File: src/rtl/css_pkg.sv
// Shared types and constants for the pipelined 16-bit carry-select subtractor.
// CSS_SIGNED_OVF_EN adds the operand sign bits to the stage-1 payload.
package css_pkg;

  localparam int CSS_WIDTH = 16;
  localparam int CSS_BLK   = 4;
  localparam int CSS_HALF  = 8;

  typedef logic [CSS_WIDTH-1:0] css_word_t;

  // Stage-1 payload: finished low byte plus what the high byte still needs
  typedef struct packed {
    logic [CSS_HALF-1:0] lo_diff;
    logic                carry;
    logic [CSS_HALF-1:0] a_hi;
    logic [CSS_HALF-1:0] nb_hi;
`ifdef CSS_SIGNED_OVF_EN
    logic                a_sign;
    logic                b_sign;
`endif
  } css_s1_t;

endpackage

File: src/rtl/css_select_block.sv
// BLK-bit carry-select cell: two ripple chains (carry-in 0 and 1) resolved by
// the real incoming carry through an output mux.
module css_select_block
  import css_pkg::*;
#(
  parameter int BLK = CSS_BLK
) (
  input  logic [BLK-1:0] x,
  input  logic [BLK-1:0] y,
  input  logic           cin,
  output logic [BLK-1:0] s,
  output logic           cout
);

  logic [BLK-1:0] sum0;
  logic [BLK-1:0] sum1;
  logic           c0;
  logic           c1;

  always_comb begin
    sum0 = '0;
    sum1 = '0;
    c0   = 1'b0;
    c1   = 1'b1;
    for (int i = 0; i < BLK; i++) begin
      sum0[i] = x[i] ^ y[i] ^ c0;
      c0      = (x[i] & y[i]) | (c0 & (x[i] ^ y[i]));
      sum1[i] = x[i] ^ y[i] ^ c1;
      c1      = (x[i] & y[i]) | (c1 & (x[i] ^ y[i]));
    end
  end

  assign s    = cin ? sum1 : sum0;
  assign cout = cin ? c1 : c0;

endmodule

File: src/rtl/carry_select_subtractor_16bit.sv
// Two-stage carry-select subtractor diff = a - b - bin with valid/ready on both
// sides. Define CSS_SIGNED_OVF_EN to add the registered signed-overflow output ovf.
module carry_select_subtractor_16bit
  import css_pkg::*;
#(
  parameter int WIDTH = CSS_WIDTH,
  parameter int BLK   = CSS_BLK
) (
  input  logic             clk,
  input  logic             rst_n,
  input  logic             in_valid,
  output logic             in_ready,
  input  logic [WIDTH-1:0] a,
  input  logic [WIDTH-1:0] b,
  input  logic             bin,
  output logic             out_valid,
  input  logic             out_ready,
  output logic [WIDTH-1:0] diff,
  output logic             bout
`ifdef CSS_SIGNED_OVF_EN
  ,
  output logic             ovf
`endif
);

  localparam int NBLK = CSS_HALF / BLK;

  if ((WIDTH != CSS_WIDTH) || ((WIDTH % (2 * BLK)) != 0)) begin : g_param_check
    $error("carry_select_subtractor_16bit: WIDTH must be 16 and a multiple of 2*BLK");
  end

  logic    s1_valid;
  logic    s2_valid;
  logic    s2_free;
  logic    s1_adv;
  logic    accept;
  css_s1_t s1_q;
  css_s1_t s1_d;

  assign s2_free   = !s2_valid || out_ready;
  assign s1_adv    = s1_valid && s2_free;
  assign in_ready  = !s1_valid || s2_free;
  assign accept    = in_valid && in_ready;
  assign out_valid = s2_valid;

  // ---- stage 1: low byte, a + ~b with carry-in ~bin ----
  logic [CSS_HALF-1:0] lo_nb;
  logic [CSS_HALF-1:0] lo_s;
  logic [NBLK:0]       lo_c;

  assign lo_nb   = ~b[CSS_HALF-1:0];
  assign lo_c[0] = ~bin;

  for (genvar i = 0; i < NBLK; i++) begin : g_lo
    css_select_block #(.BLK(BLK)) u_blk (
      .x    (a[i*BLK +: BLK]),
      .y    (lo_nb[i*BLK +: BLK]),
      .cin  (lo_c[i]),
      .s    (lo_s[i*BLK +: BLK]),
      .cout (lo_c[i+1])
    );
  end

  always_comb begin
    s1_d         = '0;
    s1_d.lo_diff = lo_s;
    s1_d.carry   = lo_c[NBLK];
    s1_d.a_hi    = a[WIDTH-1:CSS_HALF];
    s1_d.nb_hi   = ~b[WIDTH-1:CSS_HALF];
`ifdef CSS_SIGNED_OVF_EN
    s1_d.a_sign  = a[WIDTH-1];
    s1_d.b_sign  = b[WIDTH-1];
`endif
  end

  always_ff @(posedge clk or negedge rst_n) begin
    if (!rst_n) begin
      s1_valid <= 1'b0;
      s1_q     <= '0;
    end else if (accept) begin
      s1_valid <= 1'b1;
      s1_q     <= s1_d;
    end else if (s1_adv) begin
      s1_valid <= 1'b0;
    end
  end

  // ---- stage 2: high byte selected by the registered low-byte carry ----
  logic [CSS_HALF-1:0] hi_s;
  logic [NBLK:0]       hi_c;
  css_word_t           diff_next;

  assign hi_c[0] = s1_q.carry;

  for (genvar i = 0; i < NBLK; i++) begin : g_hi
    css_select_block #(.BLK(BLK)) u_blk (
      .x    (s1_q.a_hi[i*BLK +: BLK]),
      .y    (s1_q.nb_hi[i*BLK +: BLK]),
      .cin  (hi_c[i]),
      .s    (hi_s[i*BLK +: BLK]),
      .cout (hi_c[i+1])
    );
  end

  assign diff_next = {hi_s, s1_q.lo_diff};

  always_ff @(posedge clk or negedge rst_n) begin
    if (!rst_n) begin
      s2_valid <= 1'b0;
      diff     <= '0;
      bout     <= 1'b0;
`ifdef CSS_SIGNED_OVF_EN
      ovf      <= 1'b0;
`endif
    end else if (s1_adv) begin
      s2_valid <= 1'b1;
      diff     <= diff_next;
      bout     <= ~hi_c[NBLK];
`ifdef CSS_SIGNED_OVF_EN
      ovf      <= (s1_q.a_sign != s1_q.b_sign) && (diff_next[WIDTH-1] != s1_q.a_sign);
`endif
    end else if (out_ready) begin
      s2_valid <= 1'b0;
    end
  end

endmodule

File: config.mk
export PLATFORM = sky130hd
export DESIGN_NAME = carry_select_subtractor_16bit
export DESIGN_NICKNAME = d
export VERILOG_FILES = /design/src/rtl/css_pkg.sv /design/src/rtl/css_select_block.sv /design/src/rtl/carry_select_subtractor_16bit.sv
export SDC_FILE = /design/constraint.sdc
export NUM_CORES = 1
export LEC_CHECK = 0
export BUFFER_PORTS_ARGS = -buffer_cell sky130_fd_sc_hd__clkbuf_2
export CAP_MARGIN = 15
export CORE_MARGIN = 5
export CORE_UTILIZATION = 52
export CTS_CLUSTER_SIZE = 12
export DETAILED_ROUTE_END_ITERATION = 8
export PLACE_DENSITY_LB_ADDON = 0.12
export RECOVER_POWER = 25
export SLEW_MARGIN = 30
export SYNTH_ARGS = -nofsm -noshare
export SYNTH_HDL_FRONTEND = slang
export SYNTH_SLANG_ARGS = --single-unit
File: constraint.sdc
create_clock -name clk -period 4.8 [get_ports clk]
set_input_delay 0.96 -clock clk [delete_from_list [all_inputs] [get_ports clk]]
set_output_delay 0.96 -clock clk [all_outputs]
set_load 0.005 [all_outputs]
==> results.sh, run 1 <==
export IMPL_antenna_cells=0
export IMPL_use_met2_pct=27.5
export IMPL_start_util_pct=53.7
export IMPL_ioPinCount=56
export IMPL_ir_drop_uv=276
export IMPL_grt_total_usage_pct=16.4
export IMPL_cts_root_buf="clkbuf_8"
export IMPL_finalPower_mw=1.05
export IMPL_cp_required_ps=4970
export IMPL_violations="max-capacitance violations, max-slew violations"
export IMPL_area_growth_pct=17.5
export IMPL_yosysTopAreaCell="dfrtp_1"
export IMPL_crit_chain="clkbuf_2, inv_1, ha_1, inv_1, mux2i_1, fa_1, fa_1, fa_1, nor2_1, a21oi_1, fa_1, fa_1, inv_1, fa_1, mux2_4"
export IMPL_cpMostUsedCell="fa_1"
export IMPL_portBuffers=55
export IMPL_slew_viol_final=45
export IMPL_drt_iter0_drc=62
export IMPL_clock_latency_ps=290
export IMPL_fp_dieW_um=74.5
export IMPL_pwr_density_cell_nw_per_um2=413
export IMPL_critPathKind="primary input to flop"
export IMPL_fin_tns_setup_ps=0
export IMPL_post_cts_resized=0
export IMPL_worst_path_largest_cell_delay_ps=430
export IMPL_hold_buffers=0
export IMPL_ys_seq_area_share_pct=50.9
export IMPL_register_area_um2=1100
export IMPL_wl_um=3830
export IMPL_drv_cap=1
export IMPL_final_cell_mix="clkbuf_2, dfrtp_1, inv_1"
export IMPL_power_frac_seq_pct=50.8
export IMPL_gp_congestion=0.758
export IMPL_critical_path_endpoint_type="flop"
export IMPL_place_hpwl_um=2940
export IMPL_p_sw_share_pct=28.9
export IMPL_antenna_found_initial=0
export IMPL_power_share_combinational_pct=28.9
export IMPL_fin_crit_ps=4100
export IMPL_cts_sinks=44
export IMPL_ant_nets=0
export IMPL_grt_pass1_vias=1555
export IMPL_clk_pin_slew_ps=80
export IMPL_die_h_um=74.5
export IMPL_fillers=360
export IMPL_syn_num_nets=224
export IMPL_critPathMaxFanout=3
export IMPL_synthTopCellsByArea="dfrtp_1, mux2_2, fa_1, mux2i_1, inv_1"
export IMPL_cp_start_kind="primary input"
export IMPL_drt_first_pass_iters=4
export IMPL_grt_ovfl_total=0
export IMPL_clockBufferDepth=2
export IMPL_status="complete, but fails checks"
export IMPL_hold_viol_final=0
export IMPL_synth_cell_types=21
export IMPL_switchingPower_uw=304
export IMPL_grt_pass1_wl_um=6960
export IMPL_viasPerCell=4.93
export IMPL_core_area_um2=4030
export IMPL_drc=0
export IMPL_multi_input_area_um2=911
export IMPL_numCtsBuffers=5
export IMPL_power_leakage_nw=1.32
export IMPL_fin_crit_sh_pct=85.5
export IMPL_skew_ps=7.33
export IMPL_grt_max_degree=45
export IMPL_nets=281
export IMPL_cts_htree_levels=2
export IMPL_internal_power_uw=747
export IMPL_p_clk_share_pct=20.2
export IMPL_route_vias_total=1352
export IMPL_worst_pin_slew_ps=2280
export IMPL_final_common_cell="clkbuf_2"
export IMPL_synth_seq_cells=44
export IMPL_cts_tree="yes"
export IMPL_dieArea_um2=5550
export IMPL_rows=23
export IMPL_grt_util_met1_pct=20.6
export IMPL_rsz0062_at_grt="no"
export IMPL_cpLargestDelayFamily="adder cells"
export IMPL_drive_gt1_share_pct=37.5
export IMPL_synthCells=167
export IMPL_met3_usage_pct=4.32
export IMPL_relSlewSlack_pct=-51.9
export IMPL_slowest_stage="fa_1"
export IMPL_arrival_ps=4280
export IMPL_worstHoldPathType="flop to flop"
export IMPL_synth_top_area_share_pct=50.9
export IMPL_grt_busiest_layer="met2"
export IMPL_synth_warnings=0
export IMPL_final_setup_viol_count=0
export IMPL_cts_setup_buffers=0
export IMPL_synth_avg_cell_area_um2=13.0
export IMPL_fmax_mhz=244
export IMPL_critical_path_buf_inv_count=4
export IMPL_wl_per_cell_um=14.0
export IMPL_syn_area_um2=2160
## worst reg2reg max path, delay by kind of cell (launching register included)
family     cells  cell delay (ps)
fa+ha+maj      7             2640
mux            3              520
flops          1              410
buf+inv        3              190
## layout make-up
type	instances	area share [%]
well taps	50	2.46
flip-flops and latches	44	43.3
repair buffers	55	10.7
clock buffers	6	2.86
inverters	31	4.58
clock inverters	1	0.197
multi-input cells	87	35.8
## cell usage after synthesis
| library cell | count |
|---|---|
| a21oi_1 | 13 |
| and2_1 | 1 |
| buf_2 | 1 |
| buf_6 | 2 |
| clkbuf_1 | 2 |
| dfrtp_1 | 44 |
| fa_1 | 12 |
| ha_1 | 8 |
| inv_1 | 31 |
| mux2_2 | 23 |
| mux2_4 | 1 |
| mux2i_1 | 12 |
| nand2_1 | 1 |
| nand2_2 | 1 |
| nand2b_1 | 3 |
| nand3_1 | 3 |
| nand3b_1 | 1 |
| nor2_1 | 1 |
| o21ai_0 | 3 |
| xnor2_1 | 2 |
| xor2_1 | 2 |
## metal layers
metal / share of wire (%) / wire (µm)
met1: 41 / 1580
met2: 51 / 1950
met3: 7.3 / 280
met4: 0.65 / 25
met5: 0 / 0
## state kept, by name, indices dropped and copies added, names as in the netlist
name	flops
s1_q	16
diff	16
diff_next	8
hi_c	1
s1_valid	1
bout	1
out_valid	1
## power groups by stage
stage                     clock [mW]  sequential [mW]  combinational [mW]
final                          0.212            0.534               0.304
after global routing           0.236            0.549               0.357
after CTS                      0.222            0.536               0.316
after detailed placement           0            0.543               0.315
after global placement             0            0.537               0.302
after floorplan                    0            0.540               0.181
## worst paths after layout
check / slack (ps) / startpoint / endpoint / cells past startpoint
setup / recovery: 700 / a[0] / diff_next[7]$_DFFE_PN0P_ / 15
hold / removal: 500 / diff[7]$_DFFE_PN0P_ / diff[7]$_DFFE_PN0P_ / 1
setup reg to reg: 920 / s1_q[0]$_DFFE_PN0P_ / diff[15]$_DFFE_PN0P_ / 13
hold reg to reg: 500 / diff[7]$_DFFE_PN0P_ / diff[7]$_DFFE_PN0P_ / 1
max in group asynchronous: 2150 / rst_n / diff_next[2]$_DFFE_PN0P_ / 1
min in group asynchronous: 1350 / rst_n / diff[7]$_DFFE_PN0P_ / 1
## kinds of logic (layout without fill, tap and decap cells)
| family | Yosys count | count (layout) | share of synthesized area (%) |
|---|---|---|---|
| AO/OA/AOI/OAI | 16 | 16 | 3.70 |
| buffers and inverters | 36 | 93 | 7.00 |
| flip-flops | 44 | 44 | 50.9 |
| multiplexers | 36 | 36 | 18.2 |
| XOR/XNOR | 4 | 4 | 1.62 |
| AND/OR/NAND/NOR | 11 | 11 | 2.83 |
| adder cells (fa/ha/maj) | 20 | 20 | 15.7 |
## metrics by stage
| step | hold WS [ps] | worst slack, ps | std cells | utilization, % | cell area, µm² |
|---|---|---|---|---|---|
| final | 504 | 695 | 274 | 63.1 | 2540 |
| after global routing | 518 | 553 | 274 | 63.1 | 2540 |
| after CTS | 510 | 705 | 274 | 63.2 | 2550 |
| after detailed placement | 492 | 395 | 267 | 61.3 | 2470 |
| after global placement | 484 | 441 | 267 | 61.2 | 2470 |
| after floorplan | 477 | 648 | 167 | - | 2160 |
(Power assumes the default switching activity.)
==> inputs of run 2 (changes only) <==
--- a/config.mk
+++ b/config.mk
@@ -13,6 +13,7 @@
 export DETAILED_ROUTE_END_ITERATION = 8
 export PLACE_DENSITY_LB_ADDON = 0.12
 export RECOVER_POWER = 25
+export REMOVE_ABC_BUFFERS = 1
 export SLEW_MARGIN = 30
 export SYNTH_ARGS = -nofsm -noshare
 export SYNTH_HDL_FRONTEND = slang
==> run 2 against run 1 <==
The run still ends with max-capacitance violations, max-slew violations left. Total power rose by 0.49%. Routed wire length rose by 4.2%. Clock power about the same. Global-route usage rose by 0.20 points. Largest power group unchanged. Maximum frequency about the same. Clock-buffer cell count did not move. Non-clock buffer count did not move. Flip-flop and latch count did not move. Highest routed layer unchanged. Critical path depth stayed put.
==> results.sh, run 2 (synthesis gave the netlist of run 1 again) <==
export IMPL_power_leakage_nw=1.32
export IMPL_final_setup_viol_count=0
export IMPL_cp_start_kind="primary input"
export IMPL_cpMostUsedCell="fa_1"
export IMPL_drc=0
export IMPL_arrival_ps=4280
export IMPL_clockBufferDepth=2
export IMPL_layoutNonFillerInstCount=274
export IMPL_status="complete, but fails checks"
export IMPL_rows=23
export IMPL_wl_per_cell_um=14.6
export IMPL_ff2ff_path_depth=13
export IMPL_rsz0062_at_grt="no"
export IMPL_hold_viol_final=0
export IMPL_violations="max-capacitance violations, max-slew violations"
export IMPL_drive_gt1_share_pct=37.9
export IMPL_fin_crit_ps=4110
export IMPL_final_cell_mix="clkbuf_2, dfrtp_1, inv_1"
export IMPL_drt_iter0_drc=80
export IMPL_cts_sinks=44
export IMPL_endpoint="diff_next[7]$_DFFE_PN0P_"
export IMPL_ioPinCount=56
export IMPL_cp_required_ps=4980
export IMPL_critPathKind="primary input to flop"
export IMPL_dp_cells=267
export IMPL_viasPerCell=4.85
export IMPL_post_cts_resized=0
export IMPL_portBuffers=55
export IMPL_pwr_density_cell_nw_per_um2=415
export IMPL_skew_ps=4.26
export IMPL_final_common_cell="clkbuf_2"
export IMPL_crit_chain="clkbuf_2, inv_1, ha_1, inv_1, mux2i_1, fa_1, fa_1, fa_1, nor2_1, a21oi_1, fa_1, fa_1, inv_1, fa_1, mux2_4"
export IMPL_fin_tns_setup_ps=0
export IMPL_relSlewSlack_pct=-54.2
export IMPL_fillers=348
export IMPL_start_util_pct=53.7
export IMPL_nets=281
export IMPL_numCtsBuffers=5
export IMPL_critPathMaxFanout=3
export IMPL_cts_setup_buffers=0
export IMPL_multi_input_area_um2=911
export IMPL_hold_buffers=0
export IMPL_grt_total_usage_pct=16.7
export IMPL_r2r_end="diff[15]$_DFFE_PN0P_"
export IMPL_utilization_pct=63.1
export IMPL_route_vias_total=1328
export IMPL_core_area_um2=4030
export IMPL_clk_pin_slew_ps=70
export IMPL_antenna_found_initial=0
export IMPL_fin_crit_sh_pct=85.6
export IMPL_grt_pass1_wl_um=6900
export IMPL_fmax_mhz=243
export IMPL_cts_root_buf="clkbuf_8"
export IMPL_register_area_um2=1100
export IMPL_dieArea_um2=5550
export IMPL_slew_viol_final=45
export IMPL_cts_tree="yes"
export IMPL_slowest_stage="fa_1"
export IMPL_clock_latency_ps=290
export IMPL_cts_htree_levels=2
export IMPL_gp_congestion=0.731
export IMPL_ir_drop_uv=198
export IMPL_area_growth_pct=17.5
export IMPL_die_h_um=74.5
export IMPL_wl_um=4000
export IMPL_worstHoldPathType="flop to flop"
export IMPL_drt_first_pass_iters=4
export IMPL_finalPower_mw=1.06
export IMPL_critical_path_endpoint_type="flop"
export IMPL_timing_rr_start="s1_q[0]$_DFFE_PN0P_"
export IMPL_rrSetupSlack_ps=890
export IMPL_drv_cap=1
export IMPL_antenna_cells=0
export IMPL_grt_ovfl_total=0
export IMPL_startpoint="a[0]"
export IMPL_place_hpwl_um=3050
export IMPL_grt_max_degree=45
export IMPL_fp_dieW_um=74.5
export IMPL_grt_pass1_vias=1501
export IMPL_worst_path_largest_cell_delay_ps=430
export IMPL_worst_pin_slew_ps=2310
export IMPL_ant_nets=0
==> run 2: cell count changes in the layout (fill, tap and decap cells not counted) <==
cell / before / now
clkbuf_2: 53 / 54
clkbuf_1: 3 / 2
==> run 2: worst min-delay path by stage <==
stage                             startpoint                  end  slack, ps  cells after the start
floorplan           diff_next[0]$_DFFE_PN0P_  diff[0]$_DFFE_PN0P_        480                      1
detailed placement       diff[9]$_DFFE_PN0P_  diff[9]$_DFFE_PN0P_        490                      1
finish                   diff[9]$_DFFE_PN0P_  diff[9]$_DFFE_PN0P_        510                      1
global placement    diff_next[4]$_DFFE_PN0P_  diff[4]$_DFFE_PN0P_        490                      1
global route             diff[9]$_DFFE_PN0P_  diff[9]$_DFFE_PN0P_        530                      1
CTS                      diff[9]$_DFFE_PN0P_  diff[9]$_DFFE_PN0P_        510                      1
==> run 2: final cells by class <==
cell class                 count  share of cell area [%]
sequential                    44                    43.3
multi-input combinational     87                    35.8
timing repair buffer          55                    10.8
inverter                      31                    4.58
clock buffer                   6                    2.85
tap                           50                    2.46
clock inverter                 1                   0.197
==> run 2: worst max-delay path, delay by kind of cell <==
family / cells / cell delay [ps]
fa+ha+maj: 7 / 2580
buf+inv: 4 / 260
compound gates: 1 / 60
simple gates: 1 / 100
mux: 2 / 330
==> run 2: through the flow <==
| stage | hold slack [ps] | setup WS [ps] | instance area, µm² |
|---|---|---|---|
| after floorplan | 477 | 649 | 2130 |
| after global placement | 487 | 451 | 2470 |
| after detailed placement | 494 | 380 | 2470 |
| after CTS | 513 | 681 | 2550 |
| after global routing | 525 | 528 | 2540 |
| final | 508 | 692 | 2540 |
==> run 2: layer usage <==
metal	wire length (µm)	up-vias	global-route usage [%]
met1	1780	634	21.6
li1	-	646	-
met2	1870	43	26.6
met5	0	-	0
met4	48	0	6.52
met3	289	5	4.59
==> run 2: power breakdown <==
part / internal, mW / switching (mW)
clock: 0.0989 / 0.112
combinational: 0.171 / 0.138
sequential: 0.478 / 0.0580
total: 0.748 / 0.308
